--- config.mk ---
export PLATFORM = sky130hd
export DESIGN_NAME = fwd_hazard_unit
export DESIGN_NICKNAME = d
export VERILOG_FILES = /design/src/rtl/fwd_hazard_unit.sv
export SDC_FILE = /design/constraint.sdc
export NUM_CORES = 1
export LEC_CHECK = 0
export ABC_AREA = 1
export CAP_MARGIN = 20
export CORE_MARGIN = 3
export CORE_UTILIZATION = 55
export CTS_CLUSTER_DIAMETER = 30
export CTS_CLUSTER_SIZE = 24
export DETAILED_ROUTE_END_ITERATION = 7
export PLACE_DENSITY_LB_ADDON = 0.1
export SYNTH_ARGS = -nofsm -noshare
export SYNTH_HDL_FRONTEND = slang
export SYNTH_SLANG_ARGS = --single-unit
--- constraint.sdc ---
create_clock -name clk -period 4.2 [get_ports clk]
set_input_delay 0.84 -clock clk [delete_from_list [all_inputs] [get_ports clk]]
set_output_delay 0.84 -clock clk [all_outputs]
set_load 0.02 [all_outputs]
--- src/rtl/fwd_hazard_unit.sv ---
`default_nettype none
// ============================================================================
// Module   : fwd_hazard_unit
// Brief    : EX/MEM/WB destination tracking, operand forwarding selects,
//            load-use stall with bubble injection, saturating stall counter.
// Revision : 1.0 - initial release
// ============================================================================
module fwd_hazard_unit #(
    parameter int REG_AW = 5,
    parameter int CNT_W  = 16
) (
    input  logic              clk,
    input  logic              reset,
    input  logic              id_valid,
    input  logic [REG_AW-1:0] id_rs,
    input  logic [REG_AW-1:0] id_rt,
    input  logic [REG_AW-1:0] id_rd,
    input  logic              id_regwrite,
    input  logic              id_memread,
    input  logic              id_uses_rt,
    input  logic              flush,
    output logic [1:0]        fwd_a,
    output logic [1:0]        fwd_b,
    output logic              stall,
    output logic [CNT_W-1:0]  stall_count
);

    localparam logic [1:0]        c_FWD_ID  = 2'b00;
    localparam logic [1:0]        c_FWD_MEM = 2'b10;
    localparam logic [1:0]        c_FWD_WB  = 2'b01;
    localparam logic [REG_AW-1:0] c_R0      = '0;

    logic [REG_AW-1:0] r_ex_rs_q, r_ex_rt_q, r_ex_rd_q, r_mem_rd_q, r_wb_rd_q;
    logic              r_ex_rw_q, r_ex_mr_q, r_mem_rw_q, r_wb_rw_q;
    logic [CNT_W-1:0]  r_stall_count_q;

    logic [REG_AW-1:0] w_ex_rs_d, w_ex_rt_d, w_ex_rd_d;
    logic              w_ex_rw_d, w_ex_mr_d;
    logic [CNT_W-1:0]  w_stall_count_d;
    logic              w_haz, w_stall, w_bubble;
    logic [1:0]        w_fwd_a, w_fwd_b;

    // EX/MEM is checked first so the most recent producer wins.
    function automatic logic [1:0] f_fwd_sel(
        input logic [REG_AW-1:0] src,
        input logic              mem_rw,
        input logic [REG_AW-1:0] mem_rd,
        input logic              wb_rw,
        input logic [REG_AW-1:0] wb_rd
    );
        if (mem_rw && (mem_rd != c_R0) && (mem_rd == src))
            return c_FWD_MEM;
        else if (wb_rw && (wb_rd != c_R0) && (wb_rd == src))
            return c_FWD_WB;
        else
            return c_FWD_ID;
    endfunction

    always_comb begin
        w_haz = id_valid && r_ex_mr_q && r_ex_rw_q && (r_ex_rd_q != c_R0) &&
                ((r_ex_rd_q == id_rs) || (id_uses_rt && (r_ex_rd_q == id_rt)));
        // A flushed instruction is dead, so there is nothing to wait for.
        w_stall  = w_haz && !flush;
        w_bubble = w_stall || flush || !id_valid;

        w_ex_rs_d = w_bubble ? c_R0 : id_rs;
        w_ex_rt_d = w_bubble ? c_R0 : id_rt;
        w_ex_rd_d = w_bubble ? c_R0 : id_rd;
        w_ex_rw_d = w_bubble ? 1'b0 : id_regwrite;
        w_ex_mr_d = w_bubble ? 1'b0 : id_memread;

        w_stall_count_d = r_stall_count_q;
        if (w_stall && (r_stall_count_q != {CNT_W{1'b1}}))
            w_stall_count_d = r_stall_count_q + 1'b1;

        w_fwd_a = f_fwd_sel(r_ex_rs_q, r_mem_rw_q, r_mem_rd_q, r_wb_rw_q, r_wb_rd_q);
        w_fwd_b = f_fwd_sel(r_ex_rt_q, r_mem_rw_q, r_mem_rd_q, r_wb_rw_q, r_wb_rd_q);
    end

    always_ff @(posedge clk) begin
        if (reset) begin
            r_ex_rs_q       <= '0;
            r_ex_rt_q       <= '0;
            r_ex_rd_q       <= '0;
            r_ex_rw_q       <= 1'b0;
            r_ex_mr_q       <= 1'b0;
            r_mem_rd_q      <= '0;
            r_mem_rw_q      <= 1'b0;
            r_wb_rd_q       <= '0;
            r_wb_rw_q       <= 1'b0;
            r_stall_count_q <= '0;
        end else begin
            r_ex_rs_q       <= w_ex_rs_d;
            r_ex_rt_q       <= w_ex_rt_d;
            r_ex_rd_q       <= w_ex_rd_d;
            r_ex_rw_q       <= w_ex_rw_d;
            r_ex_mr_q       <= w_ex_mr_d;
            r_mem_rd_q      <= r_ex_rd_q;
            r_mem_rw_q      <= r_ex_rw_q;
            r_wb_rd_q       <= r_mem_rd_q;
            r_wb_rw_q       <= r_mem_rw_q;
            r_stall_count_q <= w_stall_count_d;
        end
    end

    assign fwd_a       = w_fwd_a;
    assign fwd_b       = w_fwd_b;
    assign stall       = w_stall;
    assign stall_count = r_stall_count_q;

endmodule
`default_nettype wire

# Yosys cells after proc, flatten, opt, wreduce, memory -nomap -nowiden
# Cells that the tools add are included.
# totals
regBits,45
output_inout_bits,21
# classes
add_sub_neg,1
eq_ne,7
n_mux,4
n_reduce_logical,22
# ops
cell,count
equality test 5 bit,6
adder 16 x 1 -> 16 bit (second input constant),1
inequality test 16 bit (second input constant),1
nonzero test 5 bit,3
logical AND 1 bit,13
two-way mux 2 bit,2
logical OR 1 bit,3
zero test 1 bit,2
two-way mux 1 bit,2
OR reduction 2 bit,1

# Longest topological paths before layout
# depth
word_depth,8
mapped_depth,11

# Worst setup path after synthesis
# OpenSTA, ideal clock, no wires.
# synth_timing
kind,in2out
start,in id_rt[0]
end,out stall
arrival_ps,1585
required_ps,3360
path_slack_ps,1775
cell_stages,8
path_cell_list,inv_1 -> nand2_1 -> nand2_1 -> nor2_1 -> nand3_1 -> nand2_2 -> nand3_4 -> inv_1
# synth_via
elab_chain_cells,5
# synth_lines
item,line_no,rtl
"start, declared",16,"input logic [REG_AW-1:0] id_rt,"
equality test 5 bit,61,((r_ex_rd_q == id_rs) || (id_uses_rt && (r_ex_rd_q == id_rt)));
logical AND 1 bit,61,
logical OR 1 bit,61,
logical AND 1 bit,60,w_haz = id_valid && r_ex_mr_q && r_ex_rw_q && (r_ex_rd_q != c_R0) &&
logical AND 1 bit,63,w_stall = w_haz && !flush;
"end, declared",24,"output logic stall,"
# Every way passes these cells.

# Worst setup path after layout
# layout_timing
start,in id_rt[1]
end,out stall
# Same word-level chain as after synthesis.

==> results.sh <==
export IMPL_status="finished, final reports clean"
export IMPL_cts_sinks=45
export IMPL_end_kind="output port"
export IMPL_cts_tree="yes"
export IMPL_p_per_area_mw_per_mm2=279
export IMPL_initial_core_util_pct=58.6
export IMPL_synth_edf_count=0
export IMPL_post_route_min_period_ns=3.59
export IMPL_period_share_pct=85.5
export IMPL_hold_buffers=0
export IMPL_drc=0
export IMPL_wl_per_cell_um=10.4
export IMPL_worst_pin_slew_ns=0.561
export IMPL_clockRootBuffer="clkbuf_8"
export IMPL_grt_usage_pct=19.1
export IMPL_syn_inst=321
export IMPL_setup_viol=0
export IMPL_startpoint_type="input pin"
export IMPL_slew_headroom_pct=62.6
export IMPL_synth_top_cell_area_share_pct=41.0
export IMPL_place_area_mm2=0.00266
export IMPL_synth_top_family_by_area="simple AND/OR/NAND/NOR gates"
export IMPL_synth_compound_area_share_pct=2.62
export IMPL_num_vias=1989
export IMPL_numCtsBuffers=5
export IMPL_seq_area_frac_synth_pct=41.0
export IMPL_crit_path_max_incr_delay_ns=0.62
export IMPL_slew_viol_final=0
export IMPL_drt_iter0_drc=108
export IMPL_die_w_um=69.2
export IMPL_synth_xor_area_share_pct=8.38
export IMPL_finalHoldViolCount=0
export IMPL_final_area_mm2=0.00275
export IMPL_synthTopCellsByCount="80 x nor2_1, 73 x nand2_1, 45 x dfxtp_1"
export IMPL_grt_pass1_wl_um=7630
export IMPL_dieArea_mm2=0.00478
export IMPL_cts_clk_slew_worst_paths_ns=0.09
export IMPL_core_area_mm2=0.00374
export IMPL_ir_worst_vdd_v=0.000236
export IMPL_htree_levels=2
export IMPL_drt_pass1_iterations=4
export IMPL_fmax_mhz=278
export IMPL_critPathArrivalTime_ns=2.75
export IMPL_fin_nets=390
export IMPL_die_h_um=69.2
export IMPL_synth_seq_cells=45
export IMPL_fillers=314
export IMPL_antenna_cells=0
export IMPL_place_hpwl_um=3410
export IMPL_ioPinCount=43
export IMPL_area_delta_synth_final_pct=25.2
export IMPL_worstPathMaxFanout=10
export IMPL_ant_nets=0
export IMPL_grt_overflow_total=0
export IMPL_cp_cell_sequence="clkdlybuf4s50_1 > inv_1 > nand2_1 > nand2_1 > nor2_1 > nand3_1 > nand2_2 > nand3_4 > inv_1 > clkdlybuf4s50_1"
export IMPL_grt_max_degree=18
export IMPL_synth_area_leaders="dfxtp_1 41%, nor2_1 14%, nand2_1 12%"
export IMPL_worstPathRequired_ns=3.36
export IMPL_clock_latency_ns=0.29
export IMPL_grt_pass1_vias=1841
export IMPL_ys_warn_count=0
export IMPL_synthMuxAreaShare_pct=0
export IMPL_drive_gt1_share_pct=7.34
export IMPL_synth_net_count=344
export IMPL_clock_skew_ns=0.00267
export IMPL_port_buffers=42
export IMPL_viasPerCell=4.78
export IMPL_synth_area_leader_cell="dfxtp_1"
export IMPL_rows=22
export IMPL_cts_buffer_depth=2
export IMPL_synthFlopType="dfxtp_1"
export IMPL_synthArstFlopShare_pct=0
export IMPL_rsz0062_at_grt="no"
export IMPL_synth_avg_cell_area_um2=6.84
export IMPL_yosysMostFrequentCell="nor2_1"
export IMPL_drt_wl_total_um=4330
export IMPL_synth_fa_ha_area_share_pct=0.570
export IMPL_finalSetupTns_ns=0
export IMPL_antenna_found_initial=0
export IMPL_synthDistinctLibCells=24
export IMPL_cp_slowest_cell="clkdlybuf4s50_1"
export IMPL_p_leak_nw=1.23
export IMPL_post_cts_buffers=0
export IMPL_criticalPathCategory="in -> out"
export IMPL_cts_resized_gates=0
export IMPL_max_cap_violations=0
export IMPL_syn_area_mm2=0.00219
export IMPL_routabilityCongestion=0.824
export IMPL_synth_simple_area_share_pct=38.1
export IMPL_hold_path_class="reg -> reg"
[where the power goes]
group | total [mW] | switching, mW | internal [mW]
Sequential | 0.438 | 0.00552 | 0.432
Combinational | 0.0625 | 0.0299 | 0.0327
Clock | 0.268 | 0.151 | 0.117
Total | 0.768 | 0.186 | 0.582
[critical path, delay by kind of cell]
kind / cells / cell delay [ns]
buffers and inverters: 4 / 1.29
and+or+nand+nor: 6 / 0.62
[kinds of logic (layout without fill, tap and decap cells)]
family | Yosys count | in the layout
AND/OR/NAND/NOR | 192 | 192
buffers and inverters | 52 | 99
flip-flops | 45 | 45
XOR/XNOR | 21 | 21
AO/OA/AOI/OAI | 10 | 10
adder cells (fa/ha/maj) | 1 | 1
[area by class of cell]
| type | instances | area, um^2 | share of cell area, % |
|---|---|---|---|
| clock inverter | 3 | 22.5 | 0.820 |
| timing repair buffer | 42 | 420 | 15.3 |
| tap | 48 | 60.1 | 2.19 |
| clock buffer | 5 | 68.8 | 2.50 |
| multi-input combinational | 224 | 1090 | 39.7 |
| inverter | 49 | 184 | 6.69 |
| sequential | 45 | 901 | 32.8 |
[metrics by stage]
stage	worst slack, ns	power, mW	hold slack [ns]	cells	utilization [%]
after CTS	0.599	0.772	0.426	416	73.4
after floorplan	1.78	0.482	0.400	321	-
after detailed placement	0.611	0.510	0.415	408	71.0
after global placement	0.660	0.509	0.414	408	71.0
after global routing	0.407	0.796	0.452	416	73.4
final	0.608	0.768	0.428	416	73.4
[layout by cell type, fill, tap and decap left out]
cell,instances
o21bai_1,1
a31oi_1,1
inv_2,5
clkbuf_8,5
a21oi_1,2
clkinvlp_4,3
nor2_4,1
xor2_1,8
dfxtp_1,45
xnor2_1,13
nand2_1,73
a21oi_2,1
nand3_4,2
nor3_1,6
nand3_1,11
nor2_1,80
nand4_2,2
inv_1,44
o21ai_0,4
nand2_2,2
nor2_2,6
o21ai_1,1
nand4_1,9
ha_1,1
clkdlybuf4s50_1,42
[path summary, 6_finish.rpt]
check / from / endpoint / slack (ns) / depth (start not counted)
worst max-delay path: id_rt[1] / stall / 0.61 / 10
worst min-delay path: r_mem_rw_q / r_wb_rw_q / 0.43 / 2
worst min register to register: r_mem_rw_q / r_wb_rw_q / 0.43 / 2
worst max register to register: stall_count[0] / stall_count[14] / 2.53 / 10
[state kept, by name, summed over array words and instances, names as in the netlist]
register	flops
r_ex_mr_q	1
r_ex_rd_q	5
r_ex_rs_q	5
r_ex_rt_q	5
r_ex_rw_q	1
r_mem_rd_q	5
r_mem_rw_q	1
r_wb_rd_q	5
r_wb_rw_q	1
stall_count	16
[per-layer routing]
layer	GRT usage, %	up-vias	part of all wire [%]
met5	0	-	0
met3	4.08	4	4.3
met4	5.86	0	0.97
li1	-	1067	-
met2	32.5	43	45
met1	24.0	875	50
Note: power is estimated with default switching activity, not from simulation.
